`src/rtl/dk_sound_pkg.sv`:
```
// Shared widths, FSM state type and arithmetic helpers for the Donkey Kong sound mixer.
package dk_sound_pkg;

    localparam int SAMPLE_W  = 16;
    localparam int GAIN_W    = 8;
    localparam int GAIN_FRAC = 7;

    typedef enum logic [1:0] {
        IDLE = 2'd0,
        MAC  = 2'd1,
        SAT  = 2'd2,
        DONE = 2'd3
    } mix_state_t;

    typedef struct packed {
        logic signed [SAMPLE_W-1:0] val;
        logic                       clip;
    } sat_t;

    // Headroom for NUM_CH full-scale 16x8 products summed without wrapping.
    function automatic int acc_width(input int num_ch);
        return SAMPLE_W + GAIN_W + $clog2(num_ch);
    endfunction

    function automatic sat_t sat16(input logic signed [31:0] s);
        sat_t r;
        if (s > 32'sd32767) begin
            r.val  = 16'sh7fff;
            r.clip = 1'b1;
        end else if (s < -32'sd32768) begin
            r.val  = 16'sh8000;
            r.clip = 1'b1;
        end else begin
            r.val  = s[SAMPLE_W-1:0];
            r.clip = 1'b0;
        end
        return r;
    endfunction

endpackage

```
`src/rtl/dk_sound_mixer_if.sv`:
```
// Sample/gain/mute inputs and mixed-sample status outputs of the sound mixer.
interface dk_sound_mixer_if #(
    parameter int NUM_CH = 4
);
    import dk_sound_pkg::*;

    logic                         audio_clk_en;
    logic [NUM_CH*SAMPLE_W-1:0]   ch_in;
    logic [NUM_CH*GAIN_W-1:0]     gain;
    logic [NUM_CH-1:0]            mute;
    logic signed [SAMPLE_W-1:0]   out;
    logic                         out_valid;
    logic                         clip;
    logic                         busy;
    logic                         overrun;

    modport master (
        output audio_clk_en, ch_in, gain, mute,
        input  out, out_valid, clip, busy, overrun
    );

    modport slave (
        input  audio_clk_en, ch_in, gain, mute,
        output out, out_valid, clip, busy, overrun
    );

endinterface

```
`src/rtl/dk_sound_mixer.sv`:
```
// Time-multiplexed MAC mixer: one channel per cycle, then floor shift, saturate and publish.
module dk_sound_mixer
    import dk_sound_pkg::*;
#(
    parameter int NUM_CH      = 4,
    parameter int CLOCK_RATE  = 1000000,
    parameter int SAMPLE_RATE = 48000
) (
    input  logic             clk,
    input  logic             I_RST,
    dk_sound_mixer_if.slave  bus
);

    localparam int ACC_W = acc_width(NUM_CH);
    localparam int IDX_W = $clog2(NUM_CH);

    if (NUM_CH < 2 || NUM_CH > 8) begin : g_ch_chk
        $error("dk_sound_mixer: NUM_CH must be in 2..8");
    end
    if (CLOCK_RATE / SAMPLE_RATE < NUM_CH + 3) begin : g_rate_chk
        $error("dk_sound_mixer: too few clocks per audio tick for NUM_CH");
    end

    mix_state_t                  state_q, state_d;
    logic [IDX_W-1:0]            idx;
    logic signed [ACC_W-1:0]     acc;
    sat_t                        sat_r;
    logic signed [SAMPLE_W-1:0]  out_q;
    logic                        clip_q;
    logic                        out_valid_q;
    logic                        overrun_q;

    logic signed [SAMPLE_W-1:0]  ch_snap   [NUM_CH];
    logic [GAIN_W-1:0]           gain_snap [NUM_CH];
    logic [NUM_CH-1:0]           mute_snap;

    logic                        start;
    logic                        last_ch;
    logic signed [23:0]          prod;

    assign start   = (state_q == IDLE) && bus.audio_clk_en;
    assign last_ch = (idx == IDX_W'(NUM_CH - 1));

    // Gain is unsigned Q1.7, so it enters the signed multiplier zero-extended.
    assign prod = mute_snap[idx] ? 24'sd0
                : 24'(ch_snap[idx]) * 24'($signed({1'b0, gain_snap[idx]}));

    always_ff @(posedge clk) begin
        if (I_RST) state_q <= IDLE;
        else       state_q <= state_d;
    end

    always_comb begin
        state_d = state_q;
        case (state_q)
            IDLE:    if (bus.audio_clk_en) state_d = MAC;
            MAC:     if (last_ch) state_d = SAT;
            SAT:     state_d = DONE;
            DONE:    state_d = IDLE;
            default: state_d = IDLE;
        endcase
    end

    // Snapshot is pure data; it is only consumed after a fresh capture.
    always_ff @(posedge clk) begin
        if (start) begin
            for (int k = 0; k < NUM_CH; k++) begin
                ch_snap[k]   <= $signed(bus.ch_in[SAMPLE_W*k +: SAMPLE_W]);
                gain_snap[k] <= bus.gain[GAIN_W*k +: GAIN_W];
            end
            mute_snap <= bus.mute;
        end
    end

    always_ff @(posedge clk) begin
        if (I_RST) begin
            acc         <= '0;
            idx         <= '0;
            sat_r       <= '0;
            out_q       <= '0;
            clip_q      <= 1'b0;
            out_valid_q <= 1'b0;
            overrun_q   <= 1'b0;
        end else begin
            out_valid_q <= 1'b0;
            if (bus.audio_clk_en && state_q != IDLE) overrun_q <= 1'b1;
            case (state_q)
                IDLE: if (bus.audio_clk_en) begin
                    acc <= '0;
                    idx <= '0;
                end
                MAC: begin
                    acc <= acc + ACC_W'(prod);
                    idx <= idx + 1'b1;
                end
                SAT:  sat_r <= sat16(32'(acc >>> GAIN_FRAC));
                DONE: begin
                    out_q       <= sat_r.val;
                    clip_q      <= sat_r.clip;
                    out_valid_q <= 1'b1;
                end
                default: ;
            endcase
        end
    end

    assign bus.out       = out_q;
    assign bus.clip      = clip_q;
    assign bus.out_valid = out_valid_q;
    assign bus.overrun   = overrun_q;
    assign bus.busy      = (state_q != IDLE);

endmodule

```
`src/flat_wrapper.sv`:
```
// flat-port wrapper written by rule: the top's interface ports become plain ports
module dk_sound_mixer_flat import dk_sound_pkg::*;
#(
    parameter int NUM_CH      = 4,
    parameter int CLOCK_RATE  = 1000000,
    parameter int SAMPLE_RATE = 48000
)
  (clk, I_RST, bus_audio_clk_en, bus_ch_in, bus_gain, bus_mute, bus_out, bus_out_valid, bus_clip, bus_busy, bus_overrun);
  dk_sound_mixer_if #(.NUM_CH(NUM_CH)) bus_i ();
  input  logic clk;
  input  logic I_RST;
  input wire logic [$bits(bus_i.audio_clk_en)-1:0] bus_audio_clk_en;
  input wire logic [$bits(bus_i.ch_in)-1:0] bus_ch_in;
  input wire logic [$bits(bus_i.gain)-1:0] bus_gain;
  input wire logic [$bits(bus_i.mute)-1:0] bus_mute;
  output wire logic [$bits(bus_i.out)-1:0] bus_out;
  output wire logic [$bits(bus_i.out_valid)-1:0] bus_out_valid;
  output wire logic [$bits(bus_i.clip)-1:0] bus_clip;
  output wire logic [$bits(bus_i.busy)-1:0] bus_busy;
  output wire logic [$bits(bus_i.overrun)-1:0] bus_overrun;
  assign bus_i.audio_clk_en = bus_audio_clk_en;
  assign bus_i.ch_in = bus_ch_in;
  assign bus_i.gain = bus_gain;
  assign bus_i.mute = bus_mute;
  assign bus_out = bus_i.out;
  assign bus_out_valid = bus_i.out_valid;
  assign bus_clip = bus_i.clip;
  assign bus_busy = bus_i.busy;
  assign bus_overrun = bus_i.overrun;
  dk_sound_mixer #(.NUM_CH(NUM_CH), .CLOCK_RATE(CLOCK_RATE), .SAMPLE_RATE(SAMPLE_RATE)) u_core (.clk(clk), .I_RST(I_RST), .bus(bus_i));
endmodule
```
`config.mk`:
```
export PLATFORM = sky130hd
export DESIGN_NAME = dk_sound_mixer_flat
export DESIGN_NICKNAME = d
export VERILOG_FILES = /design/src/rtl/dk_sound_pkg.sv /design/src/rtl/dk_sound_mixer_if.sv /design/src/rtl/dk_sound_mixer.sv /design/src/flat_wrapper.sv
export SDC_FILE = /design/constraint.sdc
export NUM_CORES = 1
export LEC_CHECK = 0
export ABC_CLOCK_PERIOD_IN_PS = 10000
export CAP_MARGIN = 20
export CORE_MARGIN = 4
export CORE_UTILIZATION = 58
export CTS_CLUSTER_DIAMETER = 60
export DETAILED_ROUTE_END_ITERATION = 10
export GPL_TIMING_DRIVEN = 1
export PLACE_DENSITY = 0.92
export REMOVE_ABC_BUFFERS = 1
export SYNTH_ARGS = -nofsm -noshare
export SYNTH_HDL_FRONTEND = slang
export SYNTH_SLANG_ARGS = --single-unit
```
`constraint.sdc`:
```
create_clock -name clk -period 10 [get_ports clk]
set_input_delay 2 -clock clk [delete_from_list [all_inputs] [get_ports clk]]
set_output_delay 2 -clock clk [all_outputs]
set_load 0.005 [all_outputs]
```
==> metrics.md <==
| Metric | Value |
|---|---|
| Final period util | 0.8124 |
| Area leader, netlist | edfxtp_1 |
| Ys flop type | edfxtp_1 |
| Largest net degree at the start of global routing | 83 |
| Worst Tran Pin Value | 1.052 ns |
| #FFs+latches synth | 168 |
| H-tree Lvls | 4 |
| # rows | 52 |
| Slew HR | 0.2984 |
| CTS Buf Count | 17 |
| Gr usage total | 0.2296 |
| Placed Instances | 1,463 |
| Hold WC Path Type | flip-flop to flip-flop |
| Port bufs | 122 |
| Crit path time final | 8.125 ns |
| DR vias | 8,462 |
| Antenna violations before repair | 0 |
| Post-route ant nets | 0 |
| Fraction of registers with async set/reset | 0 |
| Final Hold Vio Count | 0 |
| Routed wire length | 24,980 microns |
| PostCTS Resize Cnt | 0 |
| Mapped cell area | 11,870 sq um |
| Die height | 151.1 microns |
| Type of the worst setup path | flip-flop to flip-flop |
| 1st-iter DRT viols | 684 |
| First-pass detailed-route iteration total | 7 |
| Residual DRC count | 0 |
| Hpwl dp | 18,460 microns |
| Layout net count | 1,492 |
| Clk_skew | 0.01279 ns |
| Clock-pin slew on the worst setup and hold paths | 0.08 ns |
| RSZ-0062 raised after global routing | false |
| HP Start | u_core.bus.overrun |
| Max cap viols | 0 |
| Status | complete, no violations |
| CP Capture Type | flip-flop |
| Wirelength per Cell | 16.71 microns |
| Area grow syn2layout | 17.07% |
| Fmax | 123.1 MHz |
| Total grt overflow | 0 |
| Register area share after synthesis | 0.3676 |
| Vias/cell | 5.660 |
| Clk sinks | 168 |
| Ys Warns | 0 |
| Antenna diodes | 0 |
| Root buffer cell | clkbuf_16 |
| Syn Area/Cell | 10.75 sq um |
| Number of flops mapped to enable cells by yosys | 100 |
| Endpoints failing setup | 0 |
| Die width | 151.1 microns |
| Num ports | 123 |
| Gp weighted congestion | 0.9894 |
| Core area | 20,170 sq um |
| Slew Limit Fails | 0 |
| Mapped Cells | 1,104 |
| Post-CTS Setup Bufs | 0 |
| Layout cells sized above 1 | 0.06531 |
| Starting Density | 0.5886 |
| CTS tree | done |
| Unique masters post-synth | 66 |
| Arr. time, crit path | 8.45 ns |
| Min Hold Slack | 0.4701 ns |
| First-pass GRT wire length | 41,860 microns |
| Sum Neg Setup Slack | 0 ns |
| Die ar. | 22,820 sq um |
| CP startpoint kind | flip-flop |
| Max Fanout on Critical Path | 24 |
| CTS Hold Bufs | 0 |
| Worst skew pair latency | 0.44 ns |
| Clk buf depth | 2 |
| Synth top area share | 0.2529 |
| Vias in the first global route | 8,955 |
| Ranking of synthesized cells by area | edfxtp_1 25%, fa_1 17%, dfxtp_1 11% |
| Req. time, crit path | 10.33 ns |
| Final Instance Count excl. Fillers | 1,495 |
[layout make-up]
type,count,area [sq um]
multi-input cells,734,6756
fillers,1387,6270
flip-flops and latches,168,4365
repair buffers,126,1244
inverters,165,619.3
clock buffers,17,425.4
well taps,270,337.8
clock inverters,15,151.4
[sequential cells by signal (all words and copies together) (netlist names), named ones only]
register,flops
u_core.idx,2
u_core.bus.overrun,1
u_core.state_q,2
u_core.bus.clip,1
u_core.bus.out_valid,1
u_core.ch_snap,64
u_core.bus.out,16
u_core.mute_snap,4
u_core.acc,26
u_core.gain_snap,32
u_core.sat_r,17
[kinds of logic after synthesis]
logic type / count (synthesis) / share of synthesized area
mux: 46 / 0.06555
compound gates: 188 / 0.1038
xor+xnor: 34 / 0.02508
fa+ha+maj: 177 / 0.2504
flops: 168 / 0.3676
simple gates: 289 / 0.1233
buf+inv: 202 / 0.06428
[cell usage after synthesis (3+ instances only)]
cell,n
nor2_1,59
nand2b_1,19
xnor2_1,21
mux2i_1,20
inv_1,165
o21ai_1,9
o31ai_1,5
edfxtp_1,100
nand3_1,9
o211ai_1,3
a31oi_1,3
clkbuf_1,26
a21o_1,21
o21bai_1,5
fa_1,101
nor3_1,14
buf_2,4
or3_1,5
o21ai_0,32
a22oi_1,14
nand4_1,5
a211o_1,4
xor2_1,13
buf_1,7
mux4_2,25
nand2_1,83
and2_1,64
o21a_1,7
dfxtp_1,68
a211oi_1,7
ha_1,76
a21oi_1,53
nor2b_1,16
[stage by stage]
stage / worst slack (ns) / area [sq um] / util
2_1_floorplan: 1.489 / 11730 / -
3_3_place_gp: 2.275 / 13320 / 0.6603
3_5_place_dp: 1.980 / 13320 / 0.6605
4_1_cts: 1.875 / 13900 / 0.6891
5_1_grt: 1.359 / 13900 / 0.6891
6_report: 1.876 / 13900 / 0.6891
[worst max-delay path, cell delays in order, from the launching register on]
cell and delay, ns:
dfxtp_2 0.89, mux4_2 0.76, and2_1 0.22, fa_1 0.57
fa_1 0.45, fa_1 0.57, inv_1 0.06, fa_1 0.53
inv_1 0.04, ha_1 0.34, and4_1 0.19, a21oi_1 0.26
nand2_1 0.09, a21o_1 0.21, a21oi_1 0.22, nor2b_1 0.09
o21ai_0 0.19, a311oi_1 0.14, ha_1 0.41, a21o_1 0.23
a21o_1 0.18, a21o_1 0.19, a211o_1 0.31, a21o_1 0.19
o31ai_1 0.29, nand3_1 0.12, a32o_1 0.25
[metal layers]
| metal | track usage | vias to the layer above | part of all wire |
|---|---|---|---|
| met5 | 0 | - | 0 |
| met4 | 0.07752 | 0 | 0.024 |
| met3 | 0.04279 | 66 | 0.066 |
| met2 | 0.4039 | 362 | 0.51 |
| met1 | 0.2859 | 4072 | 0.40 |
| li1 | - | 3962 | - |
[placed cells by master (no fill, tap or decap), types with 19 or more instances in the layout]
cell type        netlist  layout
nor2_1                59      58
fa_1                 101     101
a21oi_1               53      53
clkdlybuf4s50_1        0     121
nand2_1               83      83
and2_1                64      64
dfxtp_1               68      67
mux4_2                25      25
ha_1                  76      76
nand2b_1              19      19
inv_1                165     165
xnor2_1               21      21
mux2i_1               20      20
a21o_1                21      21
edfxtp_1             100     100
o21ai_0               32      32
[worst paths after layout]
kind	to	slack, ns	depth (start not counted)
min reg2reg	u_core.bus.overrun	0.47	2
min	u_core.bus.overrun	0.47	2
max reg2reg	u_core.acc[24]	1.88	26
max	u_core.acc[24]	1.88	26
Power is not shown: default switching activity piles up to over one toggle a cycle in this logic, so the estimate is an artifact.
